<file path="config.mk">
export PLATFORM = sky130hd
export DESIGN_NAME = wam_spawner_flat
export DESIGN_NICKNAME = d
export VERILOG_FILES = /design/src/rtl/wam_spawner_if.sv /design/src/rtl/wam_spawner.sv /design/src/flat_wrapper.sv
export SDC_FILE = /design/constraint.sdc
export NUM_CORES = 1
export LEC_CHECK = 0
export BUFFER_PORTS_ARGS = -buffer_cell sky130_fd_sc_hd__buf_4
export CAP_MARGIN = 10
export CORE_MARGIN = 2
export CORE_UTILIZATION = 35
export CTS_CLUSTER_SIZE = 12
export DETAILED_ROUTE_END_ITERATION = 8
export PLACE_DENSITY = 0.61
export SYNTH_ARGS = -nofsm -noshare
export SYNTH_HDL_FRONTEND = slang
export SYNTH_SLANG_ARGS = --single-unit
</file>
<file path="constraint.sdc">
create_clock -name clk -period 9.4 [get_ports clk]
set_input_delay 2.35 -clock clk [delete_from_list [all_inputs] [get_ports clk]]
set_output_delay 2.35 -clock clk [all_outputs]
set_load 0.01 [all_outputs]
</file>
<file path="src/rtl/wam_spawner_if.sv">
// Whack-a-mole spawner bus: game controls in, board state and event pulses out.
//   tick/en/start/seed/hit/age/rto : driven by the game controller (master)
//   holes/hit_ok/expire/whiff      : per-cycle board view and event pulses
//   hit_cnt/miss_cnt               : saturating score counters
interface wam_spawner_if #(
    parameter int unsigned HOLES = 8,
    parameter int unsigned AGE_W = 4
);
    logic             tick;
    logic             en;
    logic             start;
    logic [15:0]      seed;
    logic [HOLES-1:0] hit;
    logic [AGE_W-1:0] age;
    logic [7:0]       rto;
    logic [HOLES-1:0] holes;
    logic [HOLES-1:0] hit_ok;
    logic [HOLES-1:0] expire;
    logic             whiff;
    logic [15:0]      hit_cnt;
    logic [15:0]      miss_cnt;

    modport master (
        output tick, en, start, seed, hit, age, rto,
        input  holes, hit_ok, expire, whiff, hit_cnt, miss_cnt
    );

    modport slave (
        input  tick, en, start, seed, hit, age, rto,
        output holes, hit_ok, expire, whiff, hit_cnt, miss_cnt
    );
endinterface

</file>
<file path="src/rtl/wam_spawner.sv">
// Whack-a-mole spawner: LFSR-driven mole placement, per-hole lifetimes,
// hit/expiry detection and saturating score counters.
//   clk   : rising-edge clock
//   clr_n : asynchronous active-low reset
//   bus   : wam_spawner_if slave (controls in, registered board/pulses out)
module wam_spawner #(
    parameter int unsigned HOLES  = 8,
    parameter int unsigned AGE_W  = 4,
    parameter int unsigned MAX_UP = 3
) (
    input  logic         clk,
    input  logic         clr_n,
    wam_spawner_if.slave bus
);
    localparam int unsigned CNT_W    = $clog2(HOLES + 1);
    localparam int unsigned IDX_W    = $clog2(HOLES);
    localparam logic [15:0] RND_RST  = 16'hACE1;
    localparam logic [15:0] RND_TAPS = 16'hB400;

    function automatic logic [CNT_W-1:0] popcnt(input logic [HOLES-1:0] v);
        logic [CNT_W-1:0] n;
        n = '0;
        for (int unsigned i = 0; i < HOLES; i++) n = n + CNT_W'(v[i]);
        return n;
    endfunction

    function automatic logic [15:0] sat_add(input logic [15:0] a, input logic [CNT_W-1:0] b);
        logic [16:0] s;
        s = 17'(a) + 17'(b);
        return s[16] ? 16'hFFFF : s[15:0];
    endfunction

    logic [15:0]                 rnd_q, rnd_nxt, seed_ld;
    logic [HOLES-1:0]            holes_q, holes_d;
    logic [HOLES-1:0][AGE_W-1:0] life_q, life_d;
    logic [HOLES-1:0]            hit_ok_q, expire_q;
    logic                        whiff_q;
    logic [15:0]                 hit_cnt_q, miss_cnt_q;

    logic [HOLES-1:0]            hit_v, exp_v, kept, cand, cand_rot, pick_rot, spawn_v;
    logic [2*HOLES-1:0]          cand_dbl, pick_dbl;
    logic [IDX_W-1:0]            spawn_base;
    logic                        do_spawn, whiff_d;

    // Galois LFSR, x^16+x^14+x^13+x^11+1 (right-shifting form)
    assign rnd_nxt    = rnd_q[0] ? ((rnd_q >> 1) ^ RND_TAPS) : (rnd_q >> 1);
    assign seed_ld    = (bus.seed == 16'h0000) ? 16'hFFFF : bus.seed;
    assign spawn_base = IDX_W'(rnd_q[15:8] % 8'(HOLES));

    // Per-cycle board update: hits, ageing/expiry, then at most one spawn
    always_comb begin
        hit_v   = bus.hit & holes_q;
        whiff_d = |(bus.hit & ~holes_q);
        exp_v   = '0;
        life_d  = life_q;

        for (int unsigned i = 0; i < HOLES; i++) begin
            if (bus.tick && holes_q[i] && !bus.hit[i]) begin
                if (life_q[i] == bus.age) exp_v[i] = 1'b1;
                else                      life_d[i] = life_q[i] + AGE_W'(1);
            end
        end

        kept = holes_q & ~hit_v & ~exp_v;

        // Candidates were empty at cycle start and are not being hammered.
        // Rotate so the start index sits at bit 0, isolate the lowest set
        // bit, then rotate back.
        cand     = ~holes_q & ~bus.hit;
        cand_dbl = {cand, cand} >> spawn_base;
        cand_rot = cand_dbl[HOLES-1:0];
        pick_rot = cand_rot & (~cand_rot + HOLES'(1));
        pick_dbl = {HOLES'(0), pick_rot} << spawn_base;

        do_spawn = bus.tick && (rnd_q[7:0] < bus.rto) && (32'(popcnt(kept)) < MAX_UP);
        spawn_v  = do_spawn ? (pick_dbl[2*HOLES-1:HOLES] | pick_dbl[HOLES-1:0]) : '0;

        holes_d = kept | spawn_v;

        // Fresh spawns and every non-surviving hole restart at life 0
        for (int unsigned i = 0; i < HOLES; i++) begin
            if (!kept[i]) life_d[i] = '0;
        end
    end

    // State and registered outputs; start beats everything, en=0 blanks the board
    always_ff @(posedge clk or negedge clr_n) begin
        if (!clr_n) begin
            rnd_q      <= RND_RST;
            holes_q    <= '0;
            life_q     <= '0;
            hit_ok_q   <= '0;
            expire_q   <= '0;
            whiff_q    <= 1'b0;
            hit_cnt_q  <= '0;
            miss_cnt_q <= '0;
        end else if (bus.start) begin
            rnd_q      <= seed_ld;
            holes_q    <= '0;
            life_q     <= '0;
            hit_ok_q   <= '0;
            expire_q   <= '0;
            whiff_q    <= 1'b0;
            hit_cnt_q  <= '0;
            miss_cnt_q <= '0;
        end else if (!bus.en) begin
            rnd_q      <= rnd_nxt;
            holes_q    <= '0;
            life_q     <= '0;
            hit_ok_q   <= '0;
            expire_q   <= '0;
            whiff_q    <= 1'b0;
        end else begin
            rnd_q      <= rnd_nxt;
            holes_q    <= holes_d;
            life_q     <= life_d;
            hit_ok_q   <= hit_v;
            expire_q   <= exp_v;
            whiff_q    <= whiff_d;
            hit_cnt_q  <= sat_add(hit_cnt_q, popcnt(hit_v));
            miss_cnt_q <= sat_add(miss_cnt_q, popcnt(exp_v));
        end
    end

    assign bus.holes    = holes_q;
    assign bus.hit_ok   = hit_ok_q;
    assign bus.expire   = expire_q;
    assign bus.whiff    = whiff_q;
    assign bus.hit_cnt  = hit_cnt_q;
    assign bus.miss_cnt = miss_cnt_q;
endmodule

</file>
<file path="src/flat_wrapper.sv">
// flat-port wrapper written by rule: the top's interface ports become plain ports
module wam_spawner_flat 
#(
    parameter int unsigned HOLES  = 8,
    parameter int unsigned AGE_W  = 4,
    parameter int unsigned MAX_UP = 3
)
  (clk, clr_n, bus_tick, bus_en, bus_start, bus_seed, bus_hit, bus_age, bus_rto, bus_holes, bus_hit_ok, bus_expire, bus_whiff, bus_hit_cnt, bus_miss_cnt);
  wam_spawner_if #(.HOLES(HOLES), .AGE_W(AGE_W)) bus_i ();
  input  logic clk;
  input  logic clr_n;
  input wire logic [$bits(bus_i.tick)-1:0] bus_tick;
  input wire logic [$bits(bus_i.en)-1:0] bus_en;
  input wire logic [$bits(bus_i.start)-1:0] bus_start;
  input wire logic [$bits(bus_i.seed)-1:0] bus_seed;
  input wire logic [$bits(bus_i.hit)-1:0] bus_hit;
  input wire logic [$bits(bus_i.age)-1:0] bus_age;
  input wire logic [$bits(bus_i.rto)-1:0] bus_rto;
  output wire logic [$bits(bus_i.holes)-1:0] bus_holes;
  output wire logic [$bits(bus_i.hit_ok)-1:0] bus_hit_ok;
  output wire logic [$bits(bus_i.expire)-1:0] bus_expire;
  output wire logic [$bits(bus_i.whiff)-1:0] bus_whiff;
  output wire logic [$bits(bus_i.hit_cnt)-1:0] bus_hit_cnt;
  output wire logic [$bits(bus_i.miss_cnt)-1:0] bus_miss_cnt;
  assign bus_i.tick = bus_tick;
  assign bus_i.en = bus_en;
  assign bus_i.start = bus_start;
  assign bus_i.seed = bus_seed;
  assign bus_i.hit = bus_hit;
  assign bus_i.age = bus_age;
  assign bus_i.rto = bus_rto;
  assign bus_holes = bus_i.holes;
  assign bus_hit_ok = bus_i.hit_ok;
  assign bus_expire = bus_i.expire;
  assign bus_whiff = bus_i.whiff;
  assign bus_hit_cnt = bus_i.hit_cnt;
  assign bus_miss_cnt = bus_i.miss_cnt;
  wam_spawner #(.HOLES(HOLES), .AGE_W(AGE_W), .MAX_UP(MAX_UP)) u_core (.clk(clk), .clr_n(clr_n), .bus(bus_i));
endmodule
</file>
==> flow_metrics.py, run 1 <==
metrics = {
    "synth": {
        "synthesis.nets": 851,
        "syn_avg_cell_area_um2": 9.068,
        "ys_seq_area_share_pct": 38.07,
        "netlist_area_um2": 6928,
        "synth_edf_count": 0,
        "synth_area_leaders": "dfrtp_1 (35%), ha_1 (5.8%), xor2_1 (4.9%)",
        "synthArstFlopShare_pct": 100.0,
        "ys_warn_count": 0,
        "synth_top_area_cell": "dfrtp_1",
        "ys_ff_latch": 105,
        "synth_top_area_share_pct": 35.04,
        "post-synth-top-count-cell": "dfrtp_1",
        "synth.top_cells.by_count": "dfrtp_1 (97), nor2_1 (78), nand2_1 (68), inv_1 (50), xor2_1 (39)",
        "syn_inst": 764,
        "yosysUniqueCellTypes": 66,
        "synth_ff_type": "dfrtp_1",
    },
    "finish": {
        "multi_input_area_um2": 3968,
        "final_area_um2": 8192,
        "area_delta_synth_final_pct": 18.24,
        "finish.utilization_pct": 42.09,
        "nFillCells": 1950,
        "layout-drive-gt1-share_pct": 17.02,
        "finalNetCount": 934,
        "num_antenna_cells": 0,
        "seqCellArea_um2": 2638,
        "fin_cells": 1117,
    },
    "pwr": {
        "power_density_nw_per_um2": 123.0,
        "power_mw": 1.008,
        "max-vdd-ir-drop_uv": 71.76,
        "p_leak_nw": 3.773,
    },
    "timing": {
        "hold_violations": 0,
        "relSlewSlack_pct": 39.22,
        "finalSetupTns_ns": 0,
        "fmax_mhz": 126.5,
        "fin_worst_skew_ns": 0.01194,
        "finalMaxSlewViolations": 0,
        "rsz0062_at_grt": "false",
        "finalSetupViolCount": 0,
        "fin_crit_ns": 7.905,
        "worstMarginPinSlew_ns": 0.9033,
        "post-route-period-util_pct": 84.09,
    },
    "setup_path": {
        "worstPathArrival_ns": 8.16,
        "end_kind": "flip-flop",
        "r2r-start": "u_core.bus.holes[0]$_DFF_PN0_",
        "crit_type": "in2reg",
        "worstPathMaxFanout": 6,
        "start_kind": "primary input",
        "crit_path_start": "bus_hit[0]",
        "required_ns": 9.66,
    },
    "clock_network": {
        "cts_buffer_depth": 2,
        "cts_root_buf": "clkbuf_16",
        "postCtsSetupRepairBufs": 0,
        "path_clk_slew_ns": 0.08,
        "insertion_delay_ns": 0.36,
        "cts_tree": "done",
        "cts_resized": 0,
        "hold_buffers": 0,
        "clkSinkCount": 105,
        "htreeDepth": 3,
        "cts_buffers": 9,
    },
    "die": {
        "row_count": 51,
        "dieArea_um2": 20940,
        "start_util_pct": 35.60,
        "io_pins": 98,
        "die_y_um": 144.7,
        "core_um2": 19460,
        "die_w_um": 144.7,
    },
    "placed_design": {
        "gp_congestion": 0.8766,
        "numPortBuffers": 97,
        "dpl-instance-area_um2": 7913,
        "post-place-cells": 1101,
        "dp_hpwl_um": 13640,
    },
    "global_route": {
        "grt_max_degree": 57,
        "track_usage_pct": 18.40,
        "first_global_vias": 5722,
        "antenna_found_initial": 0,
        "overflow": 0,
        "grt_pass1_wl_um": 29900,
    },
    "detailed_routing": {
        "avgViaCountPerCell": 5.324,
        "finalWirelength_um": 18400,
        "dr.pass1.iters": 5,
        "ant_nets": 0,
        "first_iter_violations": 376,
        "drcViolationCount": 0,
        "post_drt_wl_per_cell_um": 16.47,
        "dr_total_vias": 5947,
    },
    "worst_hold_path": {
        "hold_class": "reg2reg",
        "hold_path_startpoint": "u_core.rnd_q[12]$_DFF_PN0_",
    },
    "run": {
        "drv_cap": 0,
    },
    "outcome": {
        "status": "finished clean",
    },
}
[stage by stage]
step | hold WS [ns] | worst slack, ns
floorplan | 0.4497 | 1.650
global placement | 0.4603 | 1.318
detailed placement | 0.4736 | 1.181
CTS | 0.4878 | 1.539
global route | 0.5029 | 1.075
finish | 0.4850 | 1.495
[state kept, by name, summed over array words and instances (netlist names)]
name and flops:
u_core.bus.hit_ok 8, u_core.bus.holes 8, u_core.bus.hit_cnt 16, u_core.bus.miss_cnt 16, u_core.life_q 32, u_core.bus.expire 8
u_core.rnd_q 16, u_core.bus.whiff 1
[where the power goes]
group          switching [mW]  internal [mW]  leakage, nW
Clock                   0.178          0.184        0.135
Sequential             0.0128          0.465         1.41
Combinational          0.0986         0.0698         2.23
Total                   0.290          0.718         3.77
[worst max-delay path, cell delays in order]
cell	delay, ns
buf_4	0.14
inv_1	0.08
nand2_1	0.14
nor4b_1	0.72
ha_1	0.37
fa_1	0.51
fa_1	0.53
fa_1	0.45
inv_1	0.08
fa_1	0.44
fa_1	0.45
nor2b_1	0.13
o21ai_0	0.14
a21o_1	0.26
nor4_1	0.80
nor2_1	0.23
a311oi_1	0.35
[routing by layer]
layer	vias up	share of wire (%)	GRT usage, %
met2	136	47	28.96
li1	2900	-	-
met4	0	2.0	7.052
met1	2884	46	25.63
met3	27	4.8	2.797
met5	-	0	0
[kinds of logic after synthesis]
kind of cell	share of synthesized area [%]
xor+xnor	6.827
buf+inv	4.660
mux	3.720
compound gates	15.59
fa+ha+maj	9.825
flops	38.07
simple gates	21.31
[layout by cell type (no fill, tap or decap), types with 6 or more instances in the layout]
| cell type | instances |
|---|---|
| a21o_1 | 6 |
| a21oi_1 | 27 |
| a311oi_1 | 10 |
| a31oi_1 | 10 |
| and2_1 | 14 |
| and3_1 | 8 |
| buf_4 | 104 |
| clkbuf_16 | 9 |
| dfrtp_1 | 97 |
| dfstp_2 | 8 |
| fa_1 | 14 |
| ha_1 | 32 |
| inv_1 | 50 |
| mux2_2 | 6 |
| mux2i_1 | 10 |
| nand2_1 | 68 |
| nand2b_1 | 7 |
| nand3_1 | 36 |
| nand4_1 | 16 |
| nor2_1 | 78 |
| nor2b_1 | 12 |
| nor3_1 | 25 |
| nor4_1 | 12 |
| o21ai_0 | 28 |
| o22a_1 | 17 |
| o22ai_1 | 6 |
| o31ai_1 | 10 |
| xnor2_1 | 15 |
| xor2_1 | 39 |
[path summary, 6_finish.rpt]
check	end	slack, ns	cells past startpoint
worst max register to register	u_core.bus.miss_cnt[9]$_DFFE_PN0P_	3.08	15
worst min register to register	u_core.rnd_q[11]$_DFF_PN1_	0.48	1
worst min-delay path	u_core.rnd_q[11]$_DFF_PN1_	0.48	1
worst max-delay path	u_core.bus.miss_cnt[9]$_DFFE_PN0P_	1.50	17
min in group asynchronous	u_core.rnd_q[12]$_DFF_PN0_	2.03	1
max in group asynchronous	u_core.bus.expire[2]$_DFF_PN0_	6.22	2
[cell type report]
class / instances / area share, %
multi-input cells: 575 / 48.43
flip-flops and latches: 105 / 32.20
repair buffers: 104 / 9.531
well taps: 265 / 4.048
clock buffers: 10 / 2.795
inverters: 52 / 2.383
clock inverters: 6 / 0.6110
No activity file was read; power rests on OpenSTA's default activity.
==> inputs of run 2 (changes only) <==
- PLACE_DENSITY: 0.61 -> 0.63
- clock period: 9.4 -> 7.2 ns (I/O delays scaled with it)
==> flow_metrics.py, run 2 (synthesis results as in run 1) <==
metrics = {
    "detailed_routing": {
        "post_drt_wl_per_cell_um": 16.61,
        "first_iter_violations": 444,
        "avgViaCountPerCell": 5.351,
        "finalWirelength_um": 18620,
        "dr_total_vias": 5998,
        "ant_nets": 0,
        "drcViolationCount": 0,
        "dr.pass1.iters": 5,
    },
    "global_route": {
        "first_global_vias": 5770,
        "track_usage_pct": 18.76,
        "use_met2_pct": 30.51,
        "overflow": 0,
        "grt_util_met3_pct": 2.402,
        "grt_max_degree": 69,
        "grt_busiest_layer": "met2",
        "use_met1_pct": 25.62,
        "grt_pass1_wl_um": 30450,
        "antenna_found_initial": 0,
    },
    "die": {
        "row_count": 51,
        "die_y_um": 144.7,
        "die_w_um": 144.7,
        "core_um2": 19460,
        "start_util_pct": 35.60,
        "io_pins": 98,
        "dieArea_um2": 20940,
    },
    "timing": {
        "post-route-period-util_pct": 92.17,
        "hold_ws_ns": 0.4904,
        "fin_worst_skew_ns": 0.01034,
        "worstMarginPinSlew_ns": 0.9936,
        "finalMaxSlewViolations": 0,
        "fin_ws_ns": 0.5641,
        "fin_crit_ns": 6.636,
        "finalSetupTns_ns": 0,
        "fmax_mhz": 150.7,
        "hold_violations": 0,
        "relSlewSlack_pct": 33.62,
        "finalSetupViolCount": 0,
        "rsz0062_at_grt": "false",
    },
    "finish": {
        "layout-drive-gt1-share_pct": 17.52,
        "largest_reg_flops": 32,
        "nFillCells": 1944,
        "area_delta_synth_final_pct": 19.11,
        "final_common_cell": "buf_4",
        "fin_cells": 1121,
        "largest-register": "u_core.life_q",
        "num_antenna_cells": 0,
        "finalNetCount": 938,
        "final_cell_mix": "buf_4 (108), dfrtp_1 (97), nor2_1 (78)",
    },
    "placed_design": {
        "gp_congestion": 0.8798,
        "pre_cts_ws_ns": 0.1641,
        "post-place-cells": 1105,
        "dp_hpwl_um": 14090,
        "numPortBuffers": 97,
    },
    "clock_network": {
        "postCtsSetupRepairBufs": 0,
        "cts_resized": 0,
        "cts_buffer_depth": 2,
        "path_clk_slew_ns": 0.08,
        "htreeDepth": 3,
        "cts_root_buf": "clkbuf_16",
        "insertion_delay_ns": 0.36,
        "cts_tree": "done",
        "hold_buffers": 0,
        "cts_buffers": 9,
        "clkSinkCount": 105,
    },
    "setup_path": {
        "end_kind": "flip-flop",
        "required_ns": 7.46,
        "start_kind": "primary input",
        "crit_type": "in2reg",
        "worstPathMaxFanout": 8,
        "worstPathArrival_ns": 6.89,
    },
    "pwr": {
        "power_mw": 1.348,
        "max-vdd-ir-drop_uv": 91.08,
        "power_density_nw_per_um2": 163.3,
        "p_leak_nw": 3.800,
    },
    "run": {
        "drv_cap": 0,
    },
    "outcome": {
        "status": "finished clean",
    },
    "worst_hold_path": {
        "hold_class": "reg2reg",
    },
}
## run 2: cell types whose count changed in the layout (fill, tap and decap cells not counted), sizes merged
cell      delta
buf          +4
clkinv       -2
bufinv       +1
clkinvlp     +1
## run 2: worst paths after layout
check,startpoint,to,slack (ns),cells after the start
setup / recovery,bus_age[2],u_core.bus.miss_cnt[9]$_DFFE_PN0P_,0.56,16
hold / removal,u_core.rnd_q[12]$_DFF_PN0_,u_core.rnd_q[11]$_DFF_PN1_,0.49,1
setup reg to reg,u_core.bus.holes[1]$_DFF_PN0_,u_core.bus.miss_cnt[9]$_DFFE_PN0P_,1.61,16
hold reg to reg,u_core.rnd_q[12]$_DFF_PN0_,u_core.rnd_q[11]$_DFF_PN1_,0.49,1
max in group asynchronous,clr_n,u_core.life_q[23]$_DFFE_PN0P_,4.56,2
min in group asynchronous,clr_n,u_core.rnd_q[14]$_DFF_PN0_,1.39,1
## run 2: report_power, final
part	switching [mW]	internal (mW)
Combinational	0.126	0.0899
Sequential	0.0199	0.607
Clock	0.231	0.275
Total	0.376	0.971
## run 2: critical path: stages
cell      delay, ns
buf_4          0.16
xor2_1         0.17
nor4_1         0.41
ha_1           0.33
fa_1           0.51
fa_1           0.53
fa_1           0.45
inv_1          0.08
fa_1           0.45
fa_1           0.45
nor2b_1        0.13
o21ai_0        0.13
a21o_1         0.26
nor4_1         0.54
nor2_1         0.18
a311oi_1       0.32
## run 2: stage by stage
stage	cell area (µm²)	util, %
finish	8252	42.40
global route	8252	42.40
CTS	8252	42.40
detailed placement	7949	40.84
global placement	7949	40.84
floorplan	6934	-
## run 2: layer usage
metal	up-vias	wire length [µm]
met5	-	0
met4	0	398
met3	23	884
met2	167	8931
met1	2908	8410
li1	2900	-
## run 2: layout make-up
type                    count  area [µm²]  area share [%]
multi-input cells         575        3974           48.16
flip-flops and latches    105        2638           31.96
clock inverters             6       73.82          0.8946
inverters                  52       195.2           2.365
well taps                 265       331.6           4.018
clock buffers              10       229.0           2.775
repair buffers            108       810.8           9.826
==> inputs of run 3 (changes only) <==
- CORE_MARGIN: 2 -> unset
- CORE_UTILIZATION: 35 -> 53
- PLACE_DENSITY: 0.63 -> 0.86
==> flow_metrics.py, run 3 (synthesis results as in run 1) <==
metrics = {
    "setup_path": {
        "worstPathArrival_ns": 7.13,
        "required_ns": 7.47,
        "crit_path_start": "bus_age[0]",
        "start_kind": "primary input",
        "crit_type": "in2reg",
        "r2r-start": "u_core.bus.holes[1]$_DFF_PN0_",
        "worstPathMaxFanout": 8,
        "end_kind": "flip-flop",
    },
    "run": {
        "drv_cap": 0,
    },
    "clock_network": {
        "cts_buffers": 9,
        "path_clk_slew_ns": 0.08,
        "htreeDepth": 3,
        "cts_root_buf": "clkbuf_16",
        "insertion_delay_ns": 0.37,
        "hold_buffers": 0,
        "cts_buffer_depth": 2,
        "cts_resized": 0,
        "clkSinkCount": 105,
        "cts_tree": "done",
        "postCtsSetupRepairBufs": 0,
    },
    "pwr": {
        "power_density_nw_per_um2": 166.5,
        "switching_share_pct": 28.38,
        "p_leak_nw": 3.806,
        "power.internal_mw": 0.9702,
        "combPwrFrac_pct": 15.9,
        "power_mw": 1.355,
        "power_frac_seq_pct": 46.2,
        "p_sw_mw": 0.3845,
        "pwr-share-clk_pct": 37.9,
        "max-vdd-ir-drop_uv": 117.0,
    },
    "global_route": {
        "antenna_found_initial": 0,
        "first_global_vias": 5832,
        "overflow": 0,
        "track_usage_pct": 28.19,
        "grt_pass1_wl_um": 28990,
        "grt_max_degree": 60,
    },
    "detailed_routing": {
        "drcViolationCount": 0,
        "dr_total_vias": 6250,
        "post_drt_wl_per_cell_um": 17.68,
        "wl_met3_um": 1399,
        "dr_wl_met2_um": 8549,
        "first_iter_violations": 664,
        "met1_length_um": 7657,
        "avgViaCountPerCell": 6.080,
        "dr.pass1.iters": 7,
        "dr.max_layer_used": "met4",
        "ant_nets": 0,
        "finalWirelength_um": 18180,
    },
    "timing": {
        "finalSetupViolCount": 0,
        "rsz0062_at_grt": "false",
        "hold_violations": 0,
        "finalSetupTns_ns": 0,
        "fin_crit_ns": 6.862,
        "relSlewSlack_pct": 48.56,
        "fin_ws_ns": 0.3381,
        "hold_ws_ns": 0.4938,
        "worstMarginPinSlew_ns": 0.7716,
        "finalMaxSlewViolations": 0,
        "fin_worst_skew_ns": 0.006059,
        "post-route-period-util_pct": 95.30,
        "fmax_mhz": 145.7,
    },
    "finish": {
        "area_delta_synth_final_pct": 17.43,
        "final_cell_mix": "buf_4 (108), dfrtp_1 (97), nor2_1 (78)",
        "fin_cells": 1028,
        "largest-register": "u_core.life_q",
        "finish.utilization_pct": 64.20,
        "finalNetCount": 938,
        "final_common_cell": "buf_4",
        "num_antenna_cells": 0,
        "largest_reg_flops": 32,
        "final_area_um2": 8135,
        "layout-drive-gt1-share_pct": 17.64,
    },
    "placed_design": {
        "gp_congestion": 0.9696,
        "numPortBuffers": 97,
        "dpl-instance-area_um2": 7833,
        "post-place-cells": 1012,
        "pre_cts_ws_ns": 0.05337,
        "dp_hpwl_um": 13260,
    },
    "outcome": {
        "status": "finished clean",
    },
    "die": {
        "row_count": 41,
        "dieArea_um2": 13530,
        "die_y_um": 116.3,
        "io_pins": 98,
        "core_um2": 12670,
        "start_util_pct": 54.68,
        "die_w_um": 116.3,
    },
    "worst_hold_path": {
        "hold_class": "reg2reg",
        "hold_path_startpoint": "u_core.rnd_q[12]$_DFF_PN0_",
    },
}
-- run 3: layout make-up --
type,instances,area [µm²]
clock buffer,9,225.2
clock inverter,7,77.57
fill,1039,4536
inverter,52,195.2
multi-input combinational,575,3974
sequential,105,2638
tap,172,215.2
timing repair buffer,108,810.8
-- run 3: final timing paths --
path                                                      end  slack [ns]  cells past startpoint
max                        u_core.bus.miss_cnt[9]$_DFFE_PN0P_        0.34                     18
min                                u_core.rnd_q[11]$_DFF_PN1_        0.49                      1
max reg2reg                u_core.bus.miss_cnt[9]$_DFFE_PN0P_        1.38                     17
min reg2reg                        u_core.rnd_q[11]$_DFF_PN1_        0.49                      1
max in group asynchronous       u_core.life_q[23]$_DFFE_PN0P_        4.63                      2
min in group asynchronous          u_core.rnd_q[12]$_DFF_PN0_        1.50                      1
-- run 3: routing by layer --
layer  global-route usage, %  up-vias
met1                   37.73     2984
met3                   5.656       51
li1                        -     2896
met2                   44.73      319
met4                   11.71        0
met5                       0        -
-- run 3: power groups by stage --
stage	combinational (mW)	clock (mW)	sequential, mW
floorplan	0.144	0	0.629
global placement	0.210	0	0.636
detailed placement	0.213	0	0.636
CTS	0.214	0.518	0.625
global route	0.236	0.541	0.628
finish	0.216	0.513	0.626
-- run 3: critical path: stages --
cell	delay, ns
buf_4	0.17
xnor2_1	0.20
nand3_1	0.11
nor4_1	0.34
ha_1	0.36
fa_1	0.53
fa_1	0.52
fa_1	0.44
inv_1	0.08
fa_1	0.45
fa_1	0.45
nor2b_1	0.12
o21ai_0	0.16
a21o_1	0.27
or4_1	0.69
nand2_1	0.12
a21oi_1	0.07
a311oi_1	0.25
